## src/rtl/alu_result_collector.sv

```systemverilog
// alu_result_collector: gathers one-cycle result strobes from NCH ALU channels
// into per-channel FIFOs and serialises them through a single output register
// using round-robin arbitration. Each delivered record carries an 8-bit
// sequence number.
// Optional feature macro: COLLECTOR_OVF_COUNT_EN adds saturating per-channel
// drop counters on the ovf_count port.
module alu_result_collector #(
  parameter int NCH   = 2,
  parameter int RES_W = 16,
  parameter int DEPTH = 4
) (
  input  logic                                 clk,
  input  logic                                 reset,
  input  logic [NCH-1:0]                       in_done,
  input  logic [NCH*RES_W-1:0]                 in_result,
  output logic                                 out_valid,
  input  logic                                 out_ready,
  output logic [RES_W-1:0]                     out_result,
  output logic [((NCH > 1) ? $clog2(NCH) : 1)-1:0] out_ch,
  output logic [7:0]                           out_seq,
  output logic [NCH-1:0]                       drop_flag
`ifdef COLLECTOR_OVF_COUNT_EN
  ,
  output logic [NCH*8-1:0]                     ovf_count
`endif
);

  localparam int CW = (NCH > 1) ? $clog2(NCH) : 1;
  localparam int AW = $clog2(DEPTH);
  localparam int PW = AW + 1;
  localparam logic [PW-1:0] PTR_ONE  = {{(PW-1){1'b0}}, 1'b1};
  localparam logic [CW-1:0] CH_ONE   = {{(CW-1){1'b0}}, 1'b1};
  localparam logic [CW-1:0] CH_ZERO  = {CW{1'b0}};
  localparam logic [CW-1:0] CH_LAST  = CW'(NCH - 1);

  logic [RES_W-1:0] r_mem  [NCH][DEPTH];
  logic [PW-1:0]    r_wptr [NCH];
  logic [PW-1:0]    r_rptr [NCH];

  logic             r_valid;
  logic [RES_W-1:0] r_result;
  logic [CW-1:0]    r_ch;
  logic [7:0]       r_seq;
  logic [CW-1:0]    r_rr;
  logic [NCH-1:0]   r_drop;

  logic [NCH-1:0]   w_empty;
  logic [NCH-1:0]   w_full;
  logic [NCH-1:0]   w_push;
  logic [NCH-1:0]   w_pop;
  logic [NCH-1:0]   w_drop;
  logic             w_any;
  logic [CW-1:0]    w_win;
  logic [CW-1:0]    w_idx;
  int               w_sum;
  logic             w_load;
  logic             w_xfer;
  logic [RES_W-1:0] w_rd_data;

  // FIFO status: the extra pointer bit separates full from empty on wrap.
  always_comb begin
    w_empty = {NCH{1'b0}};
    w_full  = {NCH{1'b0}};
    for (int c = 0; c < NCH; c++) begin
      w_empty[c] = (r_wptr[c] == r_rptr[c]);
      w_full[c]  = (r_wptr[c][PW-1] != r_rptr[c][PW-1]) &&
                   (r_wptr[c][AW-1:0] == r_rptr[c][AW-1:0]);
    end
  end

  // Round-robin search over non-empty FIFOs starting at r_rr.
  always_comb begin
    w_any = 1'b0;
    w_win = CH_ZERO;
    w_idx = CH_ZERO;
    w_sum = 0;
    for (int i = 0; i < NCH; i++) begin
      w_sum = int'(r_rr) + i;
      w_idx = (w_sum >= NCH) ? CW'(w_sum - NCH) : CW'(w_sum);
      if (!w_any && !w_empty[w_idx]) begin
        w_any = 1'b1;
        w_win = w_idx;
      end else begin
        w_any = w_any;
      end
    end
  end

  // Output handshake, FIFO pop/push/drop decisions and winner read data.
  always_comb begin
    w_xfer    = r_valid && out_ready;
    w_load    = w_any && (!r_valid || out_ready);
    w_rd_data = r_mem[w_win][r_rptr[w_win][AW-1:0]];
    w_pop     = {NCH{1'b0}};
    w_push    = {NCH{1'b0}};
    w_drop    = {NCH{1'b0}};
    for (int c = 0; c < NCH; c++) begin
      w_pop[c]  = w_load && (w_win == CW'(c));
      w_push[c] = in_done[c] && (!w_full[c] || w_pop[c]);
      w_drop[c] = in_done[c] && w_full[c] && !w_pop[c];
    end
  end

  // FIFO storage; contents need no reset because the pointers define validity.
  always_ff @(posedge clk) begin
    for (int c = 0; c < NCH; c++) begin
      if (w_push[c]) begin
        r_mem[c][r_wptr[c][AW-1:0]] <= in_result[c*RES_W +: RES_W];
      end
    end
  end

  // Pointers, output register, sequence counter, arbiter pointer, drop flags.
  always_ff @(posedge clk or posedge reset) begin
    if (reset) begin
      for (int c = 0; c < NCH; c++) begin
        r_wptr[c] <= {PW{1'b0}};
        r_rptr[c] <= {PW{1'b0}};
      end
      r_valid  <= 1'b0;
      r_result <= {RES_W{1'b0}};
      r_ch     <= CH_ZERO;
      r_seq    <= 8'd0;
      r_rr     <= CH_ZERO;
      r_drop   <= {NCH{1'b0}};
    end else begin
      for (int c = 0; c < NCH; c++) begin
        if (w_push[c]) r_wptr[c] <= r_wptr[c] + PTR_ONE;
        if (w_pop[c])  r_rptr[c] <= r_rptr[c] + PTR_ONE;
      end
      r_drop <= r_drop | w_drop;
      if (w_load) begin
        r_valid  <= 1'b1;
        r_result <= w_rd_data;
        r_ch     <= w_win;
        r_rr     <= (w_win == CH_LAST) ? CH_ZERO : (w_win + CH_ONE);
      end else if (w_xfer) begin
        r_valid <= 1'b0;
      end
      if (w_xfer) begin
        r_seq <= r_seq + 8'd1;
      end
    end
  end

  assign out_valid  = r_valid;
  assign out_result = r_result;
  assign out_ch     = r_ch;
  assign out_seq    = r_seq;
  assign drop_flag  = r_drop;

`ifdef COLLECTOR_OVF_COUNT_EN
  logic [NCH*8-1:0] r_ovf;

  // Saturating per-channel count of discarded writes.
  always_ff @(posedge clk or posedge reset) begin
    if (reset) begin
      r_ovf <= {(NCH*8){1'b0}};
    end else begin
      for (int c = 0; c < NCH; c++) begin
        if (w_drop[c] && (r_ovf[c*8 +: 8] != 8'hFF)) begin
          r_ovf[c*8 +: 8] <= r_ovf[c*8 +: 8] + 8'd1;
        end
      end
    end
  end

  assign ovf_count = r_ovf;
`endif

endmodule

```

## config.mk

```make
export PLATFORM = sky130hd
export DESIGN_NAME = alu_result_collector
export DESIGN_NICKNAME = d
export VERILOG_FILES = /design/src/rtl/alu_result_collector.sv
export SDC_FILE = /design/constraint.sdc
export NUM_CORES = 1
export LEC_CHECK = 0
export BUFFER_PORTS_ARGS = -buffer_cell sky130_fd_sc_hd__buf_2
export CORE_MARGIN = 2
export CORE_UTILIZATION = 26
export CTS_BUF_LIST = sky130_fd_sc_hd__clkbuf_8
export CTS_CLUSTER_DIAMETER = 120
export DETAILED_ROUTE_END_ITERATION = 16
export SLEW_MARGIN = 20
export SYNTH_ARGS = -nofsm -noshare
export SYNTH_HDL_FRONTEND = slang
export SYNTH_SLANG_ARGS = --single-unit
export TNS_END_PERCENT = 20
```

## constraint.sdc

```tcl
create_clock -name clk -period 5.2 [get_ports clk]
set_input_delay 1.04 -clock clk [delete_from_list [all_inputs] [get_ports clk]]
set_output_delay 1.04 -clock clk [all_outputs]
set_load 0.01 [all_outputs]
```

-- After elaboration in Yosys (flattened, before gate mapping)
Memory sizes are Yosys's and may differ from the RTL's.
Cells that the tools add are included.
- memories kept: 1
- input bits: 37
- bits in writable memories: 128
- output and inout port bits: 28
- register bits: 41
- word-level logic and storage cells: 94
- equal/unequal tests: 6
- reduce and logical (&&, ||, !) cells: 25
- bitwise operators: 6
- muxes and demuxes: 27
- $add $sub $neg: 9
- $lt $le $gt $ge: 10
- memory list (memory ; words ; width ; read ports ; clocked after memory_dff ; wr ports ; RTL line ; text):
    r_mem ; 2 ; 64 ; 1 ; 0 ; 2 ; 36 ; logic [RES_W-1:0] r_mem [NCH][DEPTH];
- operator list (cell ; count):
    $mux 64 ; 2
    $demux 16 s2 ; 2
    $mux 16 ; 4
    $bmux 16 s2 ; 1
    $logic_and 1x1->1 ; 15
    $mux 1 ; 15
    $add 3x1->3 const B ; 4
    $ge 3x3->1 const B ; 3
    $not 2->3 ; 3
    $add 8x1->8 const B ; 1
    $eq 3x3->1 ; 2
    $logic_not 1->1 ; 6
    $lt 3x1->1 const B ; 2
    $mux 2 ; 3
    $eq 2x2->1 ; 2
    $ge 2x2->1 const B ; 2
    $lt 1x2->1 const B ; 2
    $logic_or 1x1->1 ; 3
    $add 1x1->2 const B ; 1
    $ge 1x2->1 const B ; 1
    $ne 1x1->1 ; 2
    $not 1->2 ; 1
    $or 2x2->2 ; 1
    $reduce_bool 2->1 ; 1
    3 further kinds ; 4

-- Longest topological paths before layout
- depth in word-level cells: 16
- gate-level depth with buffers: 8
- depth with buffers taken out: 5

-- Least setup slack after synthesis
Ideal clock, no wire load.
- path kind: input to register
- start point: input port out_ready
- end point: memory r_mem[0][0] (netlist bit) (enable)
- slack: 2849 ps
- stages: 3
- library setup time: 375 ps
- data arrival time: 1975 ps
- path buffers: 0
- required time: 4825 ps
- cell sequence: nor2b_1 -> o21ai_0 -> and3_1
- RTL lines (item ; RTL line ; text):
    start, declared ; 17 ; input logic out_ready,
    end, declared ; 36 ;

==> metrics.md <==
| Metric | Value |
|---|---|
| Total core area | 0.02680 sq mm |
| GPL Wtd Cong | 0.8138 |
| PostCTS Resize Cnt | 0 |
| ANT nets after route | 0 |
| Final setup margin | 2.024 ns |
| # setup viols final | 0 |
| Final Hold Fails | 0 |
| Vias post-DR | 3583 |
| Max-cap viol count | 0 |
| Tot Pwr | 5.003 mW |
| CP Max Fanout | 35 |
| Syn_nets | 458 |
| Switching share of total power | 36.25% |
| Clock buffer depth | 2 |
| Post-route insts no fill | 833 |
| Routed wire length | 13.92 mm |
| Pwr Density | 616.3 mW/mm^2 |
| Crit path cell chain | xnor2_4 > a31oi_2 > o21ai_0 > and3_1 |
| Slew headroom | 28.77% |
| First-pass iteration count of the detailed router | 5 |
| Slew @ Worst Pin | 1.068 ns |
| Vias in the first global route | 3615 |
| Register area | 0.004872 sq mm |
| Hold path endpoint | out_seq[7] |
| RR Startpoint | r_rptr[0] |
| RSZ-0062 raised after global routing | false |
| Global-route wire length before repair | 20.71 mm |
| Post-Place Cells | 801 |
| Synth top area share | 54.35% |
| Num ports | 65 |
| WS Path Type | register to register |
| CTS buffer count | 17 |
| Worst setup path startpoint | r_rptr[0] |
| Hold Crit Class | register to register |
| Max IR drop VDD | 0.3113 mV |
| Required @ worst endpoint | 5.28 ns |
| Initial DRC Count | 260 |
| Register bit total from synthesis | 169 |
| Worst slack at placement | 2.030 ns |
| # rows | 60 |
| Seq/Total Area, Yosys | 68.86% |
| Syn Std Cell Area | 0.007072 sq mm |
| Yosys warning count | 0 |
| R2R Path End | r_mem[0][14] |
| CTS tree | built |
| Hold Slack | 0.4819 ns |
| FFs w/ async S/R, synth | 24.26% |
| Synth Flop Type | edfxtp_1 |
| Yosys top cell by area | edfxtp_1 |
| GRT Util Overall | 9.920% |
| Share of layout cells above drive strength 1 | 31.30% |
| Crit-path slowest cell | dfrtp_2 |
| Seq pwr share | 43.8% |
| CP top delay family | flip-flops |
| Die X | 168.9 um |
| CTS sink cnt | 169 |
| Int Pwr | 3.190 mW |
| EDFF count, synth | 128 |
| Crit end category | register |
| Largest net degree at the start of global routing | 42 |
| Die footprint | 0.02853 sq mm |
| Startpoint types | register |
| Mapped Cells | 410 |
| Hold path cells | 1 |
| Synth area leaders | edfxtp_1 (54%), dfrtp_1 (15%), mux2i_1 (9.1%) |
| Ant diodes | 0 |
| Max frequency | 314.9 MHz |
| Clock Latency Late Sink | 0.46 ns |
| Clk network pwr share | 17.8% |
| Stages on the worst setup path | 4 |
| R2R Setup Slk | 2.02 ns |
| Max incr delay on CP | 1.08 ns |
| Routed WL per cell | 16.71 um |
| Setup total negative slack | 0 ns |
| Fin nets | 528 |
| Fin crit period | 3.176 ns |
| Buf+Inv Stages, Crit Path | 0 |
| Port bufs | 64 |
| Initial Util | 26.39% |
| Max-slew violations | 0 |
| Min-delay src | out_seq[7] |
| Final worst path period share | 61.07% |
| Critical path arrival | 3.25 ns |
| CTS root buf | clkbuf_8 |
| Fill count | 2585 |
| CTS clk-pin slew, worst paths | 0.09 ns |
| Outcome | complete, no violations |
| CTS H-tree lvls | 4 |
| Mean post-synth cell area | 17.25 sq um |
| Reg2reg path depth | 4 |
| Skew final | 0.02031 ns |
| Post-cts hold buffer count | 0 |
| GR Overflow Total | 0 |
| Die H | 168.9 um |
| Multi-input gate area | 0.002062 sq mm |
| P_leak | 3.110 nW |
| Yosys cell types | 42 |
| Vias per inst | 4.301 |
| # DRC | 0 |
| Post-CTS setup buffer count | 0 |
| Area growth from synthesis to layout | 14.79% |
| Final HPWL DP | 9.960 mm |
| Gate power share | 38.4% |
| P_sw | 1.814 mW |
| Initial antenna violation count | 0 |
## cells by family (layout without fill, tap and decap cells)
logic type | after synthesis | after routing | share of synthesized area, %
multiplexers | 99 | 99 | 15.16
AND/OR/NAND/NOR | 58 | 58 | 4.353
XOR/XNOR | 21 | 21 | 2.973
adder cells (fa/ha/maj) | 11 | 11 | 1.946
flip-flops | 169 | 169 | 68.86
AO/OA/AOI/OAI | 29 | 29 | 4.724
buffers and inverters | 23 | 105 | 1.982
## cell usage after synthesis, types with 2 or more instances
cell and number:
a31o_2 2, and2_1 2, and3_1 9, and3b_1 3, buf_2 4, buf_4 3, buf_6 5, clkbuf_1 4
dfrtp_1 41, edfxtp_1 128, ha_1 11, inv_1 7, mux2_1 3, mux2_2 22, mux2_4 10, mux2i_1 64
nand2_1 23, nand3_1 9, nor2_1 3, o21ai_0 4, o221ai_1 6, o221ai_2 10, xnor2_1 15, xor2_1 4
## worst register-to-register path, cell delays in order (launching register included)
cell and delay [ns]:
dfrtp_2 1.08, xnor2_4 0.20, a31oi_2 0.16, o21ai_0 0.53, and3_1 0.82
## layer usage
layer / routed length (um) / vias to the layer above / share of wire [%] / track usage [%]
li1: - / 1695 / - / -
met1: 6113 / 1763 / 44 / 12.58
met2: 6790 / 109 / 49 / 16.38
met3: 851 / 16 / 6.1 / 2.993
met4: 164 / 0 / 1.2 / 2.961
met5: 0 / - / 0 / 0
## how the worst max path moves through the flow
stage                    to  slack, ns
6_report       r_mem[0][14]       2.02
5_1_grt        r_mem[0][14]       1.74
4_1_cts        r_mem[0][14]       2.00
3_5_place_dp    r_mem[0][6]       2.03
3_3_place_gp    r_mem[0][6]       2.16
2_1_floorplan   r_mem[0][0]       2.85
## through the flow
stage	util, %	area, sq um
2_1_floorplan	-	7072
3_3_place_gp	28.81	7722
3_5_place_dp	28.81	7722
4_1_cts	30.21	8098
5_1_grt	30.29	8118
6_report	30.29	8118
## placed cells by master, fill, tap and decap left out, types with 2 or more instances in the layout
cell	Yosys	routed
edfxtp_1	128	128
mux2i_1	64	64
buf_2	4	64
dfrtp_1	41	39
nand2_1	23	23
mux2_2	22	22
clkbuf_8	0	17
xnor2_1	15	15
ha_1	11	11
mux2_4	10	10
o221ai_2	10	10
nand3_1	9	9
and3_1	9	9
inv_1	7	7
o221ai_1	6	6
o21ai_0	4	4
xor2_1	4	4
inv_8	0	4
and3b_1	3	3
nor2_1	3	3
mux2_1	3	3
clkinvlp_4	0	3
inv_6	0	3
and2_1	2	2
a31o_2	2	2
buf_4	3	2
dfrtp_2	0	2
## registers in the layout, summed over array words and instances, names as in the netlist
register / flops
r_mem: 128
r_rptr: 6
out_result: 16
out_ch: 1
out_valid: 1
out_seq: 8
drop_flag: 2
r_rr: 1
r_wptr: 6
## power by group through the flow
stage | Clock, mW | Sequential, mW | Combinational, mW
4_1_cts | 0.916 | 2.19 | 1.91
3_5_place_dp | 0 | 2.22 | 1.90
3_3_place_gp | 0 | 2.20 | 1.85
6_report | 0.893 | 2.19 | 1.92
5_1_grt | 0.966 | 2.24 | 2.09
2_1_floorplan | 0 | 2.07 | 1.62
## area by class of cell
cell class,instances,share of cell area [%]
clock buffers,17,2.882
clock inverters,14,1.742
flip-flops and latches,169,60.02
inverters,7,0.3237
repair buffers,67,4.377
well taps,341,5.256
multi-input cells,218,25.40
No activity file was read; power rests on OpenSTA's default activity.
